$ cat src/rtl/vga_sync_gen_pkg.sv
// vga_timing_pkg: default 640x480@60 raster timing and the phase type shared by
// the sync generator and anything that wants to decode or debug raster position.
package vga_timing_pkg;

  localparam int unsigned H_VISIBLE = 640;
  localparam int unsigned H_FRONT   = 16;
  localparam int unsigned H_SYNC    = 96;
  localparam int unsigned H_BACK    = 48;
  localparam int unsigned H_TOTAL   = H_VISIBLE + H_FRONT + H_SYNC + H_BACK;

  localparam int unsigned V_VISIBLE = 480;
  localparam int unsigned V_FRONT   = 10;
  localparam int unsigned V_SYNC    = 2;
  localparam int unsigned V_BACK    = 33;
  localparam int unsigned V_TOTAL   = V_VISIBLE + V_FRONT + V_SYNC + V_BACK;

  typedef enum logic [1:0] {
    PH_VISIBLE,
    PH_FRONT,
    PH_SYNC,
    PH_BACK
  } vga_phase_t;

endpackage

$ cat src/rtl/vga_sync_gen_if.sv
// vga_sync_gen_if: raster timing bundle between the sync generator and the
// pixel/colour stage.
//   PixelEn     pixel-clock enable strobe (driven by the consumer side / clock gen)
//   HCount      current pixel column
//   VCount      current line
//   HSync       horizontal sync, active low
//   VSync       vertical sync, active low
//   Video_On    high inside the visible area
//   LineEnd     high on the last column of a line
//   FrameStart  high at column 0 of line 0
// master: the timing generator. slave: the consumer.
interface vga_sync_gen_if #(
  parameter int unsigned CW = 10
);

  logic          PixelEn;
  logic [CW-1:0] HCount;
  logic [CW-1:0] VCount;
  logic          HSync;
  logic          VSync;
  logic          Video_On;
  logic          LineEnd;
  logic          FrameStart;

  modport master (
    input  PixelEn,
    output HCount, VCount, HSync, VSync, Video_On, LineEnd, FrameStart
  );

  modport slave (
    output PixelEn,
    input  HCount, VCount, HSync, VSync, Video_On, LineEnd, FrameStart
  );

endinterface

$ cat src/rtl/vga_sync_gen_axis_counter.sv
// vga_axis_counter: mod-N up counter for one raster axis.
//   clk_i    clock, state updates on posedge
//   clear_i  synchronous active-high clear, wins over en_i
//   en_i     advance by one when high
//   count_o  current count, 0..N-1
//   wrap_o   high while count_o == N-1 (the next enabled edge wraps to 0)
module vga_axis_counter #(
  parameter int unsigned CW = 10,
  parameter int unsigned N  = 800
) (
  input  logic          clk_i,
  input  logic          clear_i,
  input  logic          en_i,
  output logic [CW-1:0] count_o,
  output logic          wrap_o
);

  localparam logic [CW-1:0] Last = CW'(N - 1);

  logic [CW-1:0] count_q, count_d;

  always_comb begin
    count_d = count_q;
    if (en_i) begin
      count_d = (count_q == Last) ? '0 : count_q + 1'b1;
    end
  end

  always_ff @(posedge clk_i) begin
    if (clear_i) begin
      count_q <= '0;
    end else begin
      count_q <= count_d;
    end
  end

  assign count_o = count_q;
  assign wrap_o  = (count_q == Last);

endmodule

$ cat src/rtl/vga_sync_gen.sv
// vga_sync_gen: VGA raster timing generator. Two mod-N axis counters plus a pure
// decode of sync, blanking and line/frame markers from the counts.
//   Clock  system clock, posedge
//   Clear  synchronous active-high reset, priority over PixelEn
//   bus    vga_sync_gen_if.master: PixelEn in; HCount, VCount, HSync, VSync,
//          Video_On, LineEnd, FrameStart out
// Build option VGA_REG_OUT_EN: all outputs registered on PixelEn edges (one tick
// behind the counters, mutually aligned). Undefined: outputs are zero-latency decode.
module vga_sync_gen #(
  parameter int unsigned CW        = 10,
  parameter int unsigned H_VISIBLE = vga_timing_pkg::H_VISIBLE,
  parameter int unsigned H_FRONT   = vga_timing_pkg::H_FRONT,
  parameter int unsigned H_SYNC    = vga_timing_pkg::H_SYNC,
  parameter int unsigned H_BACK    = vga_timing_pkg::H_BACK,
  parameter int unsigned V_VISIBLE = vga_timing_pkg::V_VISIBLE,
  parameter int unsigned V_FRONT   = vga_timing_pkg::V_FRONT,
  parameter int unsigned V_SYNC    = vga_timing_pkg::V_SYNC,
  parameter int unsigned V_BACK    = vga_timing_pkg::V_BACK
) (
  input logic             Clock,
  input logic             Clear,
  vga_sync_gen_if.master  bus
);

  import vga_timing_pkg::*;

  localparam int unsigned HTotal = H_VISIBLE + H_FRONT + H_SYNC + H_BACK;
  localparam int unsigned VTotal = V_VISIBLE + V_FRONT + V_SYNC + V_BACK;

  if ((64'd1 << CW) < 64'(HTotal)) begin : g_bad_h
    $error("vga_sync_gen: CW too narrow for horizontal total");
  end
  if ((64'd1 << CW) < 64'(VTotal)) begin : g_bad_v
    $error("vga_sync_gen: CW too narrow for vertical total");
  end

  // Phase boundaries: first count of each non-visible phase.
  localparam logic [CW-1:0] HFront = CW'(H_VISIBLE);
  localparam logic [CW-1:0] HSyncS = CW'(H_VISIBLE + H_FRONT);
  localparam logic [CW-1:0] HBack  = CW'(H_VISIBLE + H_FRONT + H_SYNC);
  localparam logic [CW-1:0] HLast  = CW'(HTotal - 1);
  localparam logic [CW-1:0] VFront = CW'(V_VISIBLE);
  localparam logic [CW-1:0] VSyncS = CW'(V_VISIBLE + V_FRONT);
  localparam logic [CW-1:0] VBack  = CW'(V_VISIBLE + V_FRONT + V_SYNC);

  logic [CW-1:0] h_count, v_count;
  logic          h_wrap, v_wrap;

  vga_axis_counter #(.CW(CW), .N(HTotal)) u_h_cnt (
    .clk_i   (Clock),
    .clear_i (Clear),
    .en_i    (bus.PixelEn),
    .count_o (h_count),
    .wrap_o  (h_wrap)
  );

  // Vertical advances on the same edge the horizontal counter wraps.
  vga_axis_counter #(.CW(CW), .N(VTotal)) u_v_cnt (
    .clk_i   (Clock),
    .clear_i (Clear),
    .en_i    (bus.PixelEn & h_wrap),
    .count_o (v_count),
    .wrap_o  (v_wrap)
  );

  vga_phase_t h_phase, v_phase;

  always_comb begin
    if (h_count < HFront)      h_phase = PH_VISIBLE;
    else if (h_count < HSyncS) h_phase = PH_FRONT;
    else if (h_count < HBack)  h_phase = PH_SYNC;
    else                       h_phase = PH_BACK;

    if (v_count < VFront)      v_phase = PH_VISIBLE;
    else if (v_count < VSyncS) v_phase = PH_FRONT;
    else if (v_count < VBack)  v_phase = PH_SYNC;
    else                       v_phase = PH_BACK;
  end

  logic hsync_c, vsync_c, video_on_c, line_end_c, frame_start_c;

  always_comb begin
    hsync_c       = (h_phase != PH_SYNC);
    vsync_c       = (v_phase != PH_SYNC);
    video_on_c    = (h_phase == PH_VISIBLE) && (v_phase == PH_VISIBLE);
    line_end_c    = (h_count == HLast);
    frame_start_c = (h_count == '0) && (v_count == '0);
  end

`ifdef VGA_REG_OUT_EN
  logic [CW-1:0] h_count_q, v_count_q;
  logic          hsync_q, vsync_q, video_on_q, line_end_q, frame_start_q;

  // Reset values equal the decode of (0,0), so both builds start identically.
  always_ff @(posedge Clock) begin
    if (Clear) begin
      h_count_q     <= '0;
      v_count_q     <= '0;
      hsync_q       <= 1'b1;
      vsync_q       <= 1'b1;
      video_on_q    <= 1'b1;
      line_end_q    <= 1'b0;
      frame_start_q <= 1'b1;
    end else if (bus.PixelEn) begin
      h_count_q     <= h_count;
      v_count_q     <= v_count;
      hsync_q       <= hsync_c;
      vsync_q       <= vsync_c;
      video_on_q    <= video_on_c;
      line_end_q    <= line_end_c;
      frame_start_q <= frame_start_c;
    end
  end

  assign bus.HCount     = h_count_q;
  assign bus.VCount     = v_count_q;
  assign bus.HSync      = hsync_q;
  assign bus.VSync      = vsync_q;
  assign bus.Video_On   = video_on_q;
  assign bus.LineEnd    = line_end_q;
  assign bus.FrameStart = frame_start_q;
`else
  assign bus.HCount     = h_count;
  assign bus.VCount     = v_count;
  assign bus.HSync      = hsync_c;
  assign bus.VSync      = vsync_c;
  assign bus.Video_On   = video_on_c;
  assign bus.LineEnd    = line_end_c;
  assign bus.FrameStart = frame_start_c;
`endif

  // Vertical wrap marker is implied by FrameStart; kept for debug probing only.
  logic unused_v_wrap;
  assign unused_v_wrap = v_wrap;

endmodule

$ cat src/flat_wrapper.sv
// flat-port wrapper written by rule: the top's interface ports become plain ports
module vga_sync_gen_flat import vga_timing_pkg::*;
#(
  parameter int unsigned CW        = 10,
  parameter int unsigned H_VISIBLE = vga_timing_pkg::H_VISIBLE,
  parameter int unsigned H_FRONT   = vga_timing_pkg::H_FRONT,
  parameter int unsigned H_SYNC    = vga_timing_pkg::H_SYNC,
  parameter int unsigned H_BACK    = vga_timing_pkg::H_BACK,
  parameter int unsigned V_VISIBLE = vga_timing_pkg::V_VISIBLE,
  parameter int unsigned V_FRONT   = vga_timing_pkg::V_FRONT,
  parameter int unsigned V_SYNC    = vga_timing_pkg::V_SYNC,
  parameter int unsigned V_BACK    = vga_timing_pkg::V_BACK
)
  (Clock, Clear, bus_PixelEn, bus_HCount, bus_VCount, bus_HSync, bus_VSync, bus_Video_On, bus_LineEnd, bus_FrameStart);
  vga_sync_gen_if #(.CW(CW)) bus_i ();
  input logic Clock;
  input logic Clear;
  input wire logic [$bits(bus_i.PixelEn)-1:0] bus_PixelEn;
  output wire logic [$bits(bus_i.HCount)-1:0] bus_HCount;
  output wire logic [$bits(bus_i.VCount)-1:0] bus_VCount;
  output wire logic [$bits(bus_i.HSync)-1:0] bus_HSync;
  output wire logic [$bits(bus_i.VSync)-1:0] bus_VSync;
  output wire logic [$bits(bus_i.Video_On)-1:0] bus_Video_On;
  output wire logic [$bits(bus_i.LineEnd)-1:0] bus_LineEnd;
  output wire logic [$bits(bus_i.FrameStart)-1:0] bus_FrameStart;
  assign bus_i.PixelEn = bus_PixelEn;
  assign bus_HCount = bus_i.HCount;
  assign bus_VCount = bus_i.VCount;
  assign bus_HSync = bus_i.HSync;
  assign bus_VSync = bus_i.VSync;
  assign bus_Video_On = bus_i.Video_On;
  assign bus_LineEnd = bus_i.LineEnd;
  assign bus_FrameStart = bus_i.FrameStart;
  vga_sync_gen #(.CW(CW), .H_VISIBLE(H_VISIBLE), .H_FRONT(H_FRONT), .H_SYNC(H_SYNC), .H_BACK(H_BACK), .V_VISIBLE(V_VISIBLE), .V_FRONT(V_FRONT), .V_SYNC(V_SYNC), .V_BACK(V_BACK)) u_core (.Clock(Clock), .Clear(Clear), .bus(bus_i));
endmodule
$ cat config.mk
export PLATFORM = sky130hd
export DESIGN_NAME = vga_sync_gen_flat
export DESIGN_NICKNAME = d
export VERILOG_FILES = /design/src/rtl/vga_sync_gen_pkg.sv /design/src/rtl/vga_sync_gen_if.sv /design/src/rtl/vga_sync_gen_axis_counter.sv /design/src/rtl/vga_sync_gen.sv /design/src/flat_wrapper.sv
export SDC_FILE = /design/constraint.sdc
export NUM_CORES = 1
export LEC_CHECK = 0
export CORE_UTILIZATION = 28
export DETAILED_ROUTE_END_ITERATION = 16
export GPL_ROUTABILITY_DRIVEN = 1
export GPL_TIMING_DRIVEN = 0
export PLACE_DENSITY = 0.48
export SLEW_MARGIN = 20
export SYNTH_ARGS = -nofsm -noshare
export SYNTH_HDL_FRONTEND = slang
export SYNTH_HIERARCHICAL = 1
export SYNTH_SLANG_ARGS = --single-unit
$ cat constraint.sdc
create_clock -name Clock -period 4.64 [get_ports Clock]
set_clock_uncertainty 0.05 [all_clocks]
set_input_delay 0.696 -clock Clock [delete_from_list [all_inputs] [get_ports Clock]]
set_output_delay 0.696 -clock Clock [all_outputs]
set_load 0.02 [all_outputs]
==> results.tsv, run 1 <==
stage	metric	value	unit
floorplanning	die area	4170	µm²
sta	FMAX	357	MHz
outcome	status	finished, final reports clean	
global_route	global-route wire length before repair	4560	µm
cts	post-CTS resize count	0	
cts	total CTS buffers	3	
route	DRT Pass-1 Iters	4	
pwr	maximum vdd drop	0.0715	mV
finish	# nets final	163	
critical_path	worst path required time	3890	ps
critical_path	critical path's slowest cell	clkdlybuf4s50_1	
cts	CTS max path bufs	2	
route	mean number of vias per cell	5.05	
global_route	vias in the first global route	981	
placed_design	dpl hpwl	1930	µm
hold_path	Worst Hold Class	register to register	
critical_path	CP Cell Sequence	or4_4 > nor4_2 > clkdlybuf4s50_1	
sta	Tightest Pin Transition	344	ps
synthesis	syn avg cell area	8.78	µm²
route	Iter 0 DRT Violations	34	
route	antenna-violating nets left	0	
cts	Sink Count	20	
placed_design	gpl congestion	0.714	
flow_run	max_cap viols	0	
floorplanning	Die Height	64.6	µm
critical_path	crit-path max FO	8	
cts	hold buffers post-CTS	0	
global_route	largest net degree at the start of global routing	12	
sta	period utilisation layout	60.3	%
finish	ANT cells	0	
sta	Final TNS setup	0	ps
floorplanning	I/O pins	28	
placed_design	Port Buffers	27	
finish	Finished Core Util	39.9	%
cts	worst skew pair latency	260	ps
finish	Layout area overhead	35.1	%
global_route	initial antenna violation count	0	
route	routed wire length	2600	µm
sta	Tmin final	2800	ps
critical_path	CP startpoint kind	register	
route	DR DRC count	0	
route	WL/cell	12.8	µm
cts	# H-tree levels	1	
cts	clk root buf	clkbuf_8	
floorplanning	Die X	64.6	µm
sta	Setup Viol. Count Final	0	
floorplanning	num rows	22	
critical_path	Critical Path End Type	primary output	
route	via count	1031	
sta	final hold violation count	0	
global_route	Overflow after GRT	0	
synthesis	post-synthesis net count	131	
sta	Final Slew Violations	0	
cts	post-CTS setup buffer count	0	
global_route	Global Route Usage Sum	14.0	%
floorplanning	Initial Util	29.5	%
pwr	PwrDens	228	nW/µm²
critical_path	WP data arrival	2050	ps
sta	slew margin rel.	77.1	%
critical_path	CP peak stage delay	640	ps
pwr	Lkg Pwr	0.491	nW
floorplanning	core area	3720	µm²
cts	TritonCTS clock tree	built	
cts	Worst-path clk slew	80	ps
synthesis	Mapped Area	1100	µm²
finish	commonest non-fill, non-tap cell in the layout	clkdlybuf4s50_1	
sta	unrepaired setup endpoints after global routing	false	
finish	share of layout cells above drive strength 1	11.5	%
critical_path	worst setup path category	register to primary output	
synthesis	Synth Instances	125	
synthesis	Syn. warnings	6	
finish	most frequent cells in the layout	clkdlybuf4s50_1, dfxtp_1, nor2_1, nand4_1, xnor2_1	
-- final timing paths --
| check | slack (ps) | from | depth (start not counted) | endpoint |
|---|---|---|---|---|
| hold / removal | 490 | u_core/u_v_cnt/count_o[9]$_SDFFE_PP0P_ | 2 | u_core/u_v_cnt/count_o[9]$_SDFFE_PP0P_ |
| hold reg to reg | 490 | u_core/u_v_cnt/count_o[9]$_SDFFE_PP0P_ | 2 | u_core/u_v_cnt/count_o[9]$_SDFFE_PP0P_ |
| setup / recovery | 1840 | u_core/u_h_cnt/count_o[7]$_SDFFE_PP0P_ | 3 | bus_FrameStart |
| setup reg to reg | 2320 | u_core/u_h_cnt/count_o[0]$_SDFFE_PP0P_ | 8 | u_core/u_v_cnt/count_o[8]$_SDFFE_PP0P_ |
-- power by group --
part	internal (mW)	total [mW]	switching, mW
registers	0.173	0.177	0.00385
clock network	0.0755	0.135	0.0591
logic	0.0131	0.0259	0.0128
-- area by class of cell --
class                      count  area, µm²
sequential                    20        400
multi-input combinational     95        646
buffer                         4       28.8
tap                           48       60.1
inverter                       6       22.5
clock buffer                   4       55.1
timing repair buffer          27        270
fill                         391       2230
-- flip-flops by register name, summed over array words and instances, names as in the netlist --
register	count
u_core/u_h_cnt/count_o	10
u_core/u_v_cnt/count_o	10
-- through the flow --
step / std cells / setup slack, ps / instance area [µm²] / hold slack (ps) / power (mW)
after floorplan: 125 / 2450 / 1100 / 533 / 0.196
after global placement: 200 / 2110 / 1430 / 471 / 0.207
after detailed placement: 200 / 2100 / 1430 / 482 / 0.207
after CTS: 204 / 1810 / 1480 / 493 / 0.342
after global routing: 204 / 1750 / 1480 / 523 / 0.353
final: 204 / 1840 / 1480 / 487 / 0.338
-- routing by layer --
metal	vias to the layer above	part of all wire [%]	GRT usage (%)
met3	4	2.7	2.11
met1	488	53	20.3
met5	-	0	0
met4	0	1.2	5.00
met2	19	43	20.8
li1	520	-	-
-- worst max-delay path: cells and delay by family, from the launching register on --
kind / cells / cell delay, ps
flip-flops: 1 / 410
AND/OR/NAND/NOR: 2 / 740
buffers and inverters: 1 / 640
(Power assumes the default switching activity.)
==> run 2, diff against run 1 <==
--- a/config.mk
+++ b/config.mk
@@ -9,7 +9,7 @@
 export DETAILED_ROUTE_END_ITERATION = 16
 export GPL_ROUTABILITY_DRIVEN = 1
 export GPL_TIMING_DRIVEN = 0
-export PLACE_DENSITY = 0.48
+export PLACE_DENSITY = 0.49
 export SLEW_MARGIN = 20
 export SYNTH_ARGS = -nofsm -noshare
 export SYNTH_HDL_FRONTEND = slang
==> constraint.sdc (replaced) <==
create_clock -name Clock -period 2.25 [get_ports Clock]
set_clock_uncertainty 0.05 [all_clocks]
set_input_delay 0.3375 -clock Clock [delete_from_list [all_inputs] [get_ports Clock]]
set_output_delay 0.3375 -clock Clock [all_outputs]
set_load 0.02 [all_outputs]
==> results.tsv, run 2 (synthesized netlist as in run 1, its figures left out) <==
stage	metric	value	unit	change
outcome	status	finished, final reports clean		unchanged
route	antenna-violating nets left	0		unchanged
route	DRT Pass-1 Iters	4		unchanged
critical_path	CP peak stage delay	570	ps	was 640 ps
finish	# nets final	163		unchanged
floorplanning	Die Height	64.6	µm	unchanged
route	WL/cell	13.8	µm	was 12.8 µm
critical_path	CP Cell Sequence	and4_1 > nand4_1 > clkdlybuf4s50_1		was or4_4 > nor4_2 > clkdlybuf4s50_1
flow_run	max_cap viols	0		unchanged
floorplanning	I/O pins	28		unchanged
cts	CTS max path bufs	2		unchanged
global_route	global-route wire length before repair	4600	µm	was 4560 µm
finish	ANT cells	0		unchanged
critical_path	WP data arrival	1750	ps	was 2050 ps
floorplanning	Initial Util	29.5	%	unchanged
sta	tightest hold margin	488	ps	was 487 ps
critical_path	Buf+Inv Stages, Crit Path	1		unchanged
critical_path	crit path from	u_core/u_v_cnt/count_o[5]$_SDFFE_PP0P_		was u_core/u_h_cnt/count_o[7]$_SDFFE_PP0P_
sta	Setup Viol. Count Final	0		unchanged
finish	share of layout cells above drive strength 1	19.4	%	was 11.5%
sta	Tightest Pin Transition	341	ps	was 344 ps
cts	TritonCTS clock tree	built		unchanged
critical_path	Critical Path End Type	primary output		unchanged
cts	Sink Count	20		unchanged
route	mean number of vias per cell	5.19		was 5.05
floorplanning	die area	4170	µm²	unchanged
placed_design	gpl congestion	0.750		was 0.714
pwr	Final Total Pwr	0.659	mW	was 0.338 mW
placed_design	# placed instances	200		unchanged
sta	final hold violation count	0		unchanged
critical_path	CP top delay family	buffers and inverters		was simple AND/OR/NAND/NOR gates
route	routed wire length	2800	µm	was 2600 µm
global_route	vias in the first global route	974		was 981
floorplanning	num rows	22		unchanged
placed_design	Port Buffers	27		unchanged
pwr	PwrDens	428	nW/µm²	was 228 nW/µm²
sta	FMAX	469	MHz	
cts	clk root buf	clkbuf_8		unchanged
critical_path	worst path required time	1860	ps	was 3890 ps
critical_path	critical path's slowest cell	clkdlybuf4s50_1		unchanged
global_route	largest net degree at the start of global routing	11		was 12
critical_path	crit-path max FO	10		was 8
sta	unrepaired setup endpoints after global routing	false		unchanged
route	via count	1054		was 1031
pwr	maximum vdd drop	0.142	mV	was 0.0715 mV
floorplanning	Die X	64.6	µm	unchanged
route	Iter 0 DRT Violations	49		was 34
global_route	initial antenna violation count	0		unchanged
finish	most frequent cells in the layout	clkdlybuf4s50_1, nor2_1, dfxtp_1, nand4_1, dfxtp_2		was clkdlybuf4s50_1, dfxtp_1, nor2_1, nand4_1, xnor2_1
placed_design	dpl hpwl	1970	µm	was 1930 µm
cts	Worst-path clk slew	70	ps	was 80 ps
route	DR DRC count	0		unchanged
hold_path	Worst Hold Class	register to register		unchanged
sta	Tmin final	2130	ps	
sta	period utilisation layout	94.8	%	
sta	slew margin rel.	77.2	%	was 77.1%
sta	Final Slew Violations	0		unchanged
pwr	Lkg Pwr	0.497	nW	was 0.491 nW
finish	design area	1540	µm²	was 1480 µm²
critical_path	CP startpoint kind	register		unchanged
critical_path	worst setup path category	register to primary output		unchanged
placed_design	Post-DP Area	1430	µm²	unchanged
finish	Finished Core Util	41.4	%	was 39.9%
cts	worst skew pair latency	250	ps	was 260 ps
finish	commonest non-fill, non-tap cell in the layout	clkdlybuf4s50_1		unchanged
global_route	Global Route Usage Sum	14.4	%	was 14.0%
cts	total CTS buffers	3		unchanged
cts	# H-tree levels	1		unchanged
critical_path	FF-to-FF Start	u_core/u_h_cnt/count_o[0]$_SDFFE_PP0P_		unchanged
global_route	Overflow after GRT	0		unchanged
floorplanning	core area	3720	µm²	unchanged
finish	Layout area overhead	40.4	%	was 35.1%
finish	Final Non-Filler Cells	203		was 204
hold_path	min-delay src	u_core/u_v_cnt/count_o[9]$_SDFFE_PP0P_		unchanged
## run 2: per-layer routing
metal,vias to the layer above,global-route usage (%),routed length [µm]
met3,2,2.11,84
met1,513,19.9,1420
li1,519,-,-
met2,20,21.7,1280
met5,-,0,0
met4,0,6.67,22
## run 2: layout make-up
| cell class | instances | area, µm² |
|---|---|---|
| Fill cell | 412 | 2180 |
| Multi-Input combinational cell | 95 | 694 |
| Sequential cell | 20 | 418 |
| Timing Repair Buffer | 27 | 272 |
| Tap cell | 48 | 60.1 |
| Clock buffer | 3 | 41.3 |
| Buffer | 4 | 32.5 |
| Inverter | 6 | 22.5 |
## run 2: worst paths after layout
path | end | slack (ps) | cells past startpoint
setup / recovery | bus_VSync | 120 | 3
hold / removal | u_core/u_v_cnt/count_o[9]$_SDFFE_PP0P_ | 490 | 2
setup reg to reg | u_core/u_v_cnt/count_o[9]$_SDFFE_PP0P_ | 140 | 8
hold reg to reg | u_core/u_v_cnt/count_o[9]$_SDFFE_PP0P_ | 490 | 2
## run 2: power breakdown
part | leakage, nW | internal (mW) | switching, mW
sequential | 0.167 | 0.358 | 0.00955
clock | 0.0216 | 0.119 | 0.119
combinational | 0.308 | 0.0274 | 0.0266
total | 0.497 | 0.504 | 0.155
## run 2: worst min-delay path, delay by kind of cell, from the launching register on
kind / cells / cell delay (ps)
flip-flops: 1 / 360
AO/OA/AOI/OAI: 2 / 140
## run 2: through the flow
stage / setup slack (ps) / TNS, ps
floorplan: 60.6 / 0
global placement: -28.6 / -47.9
detailed placement: -52.5 / -73.0
CTS: 3.84 / 0
global route: 7.49 / 0
finish: 116 / 0
## run 2: repair_timing
item | 4_1_cts | 5_1_grt
buffers inserted | 0 | 0
endpoints found under the setup margin | 5 | 7
hold buffers | 0 | 0
pin swaps | 0 | 2
resized for setup | 6 | 16
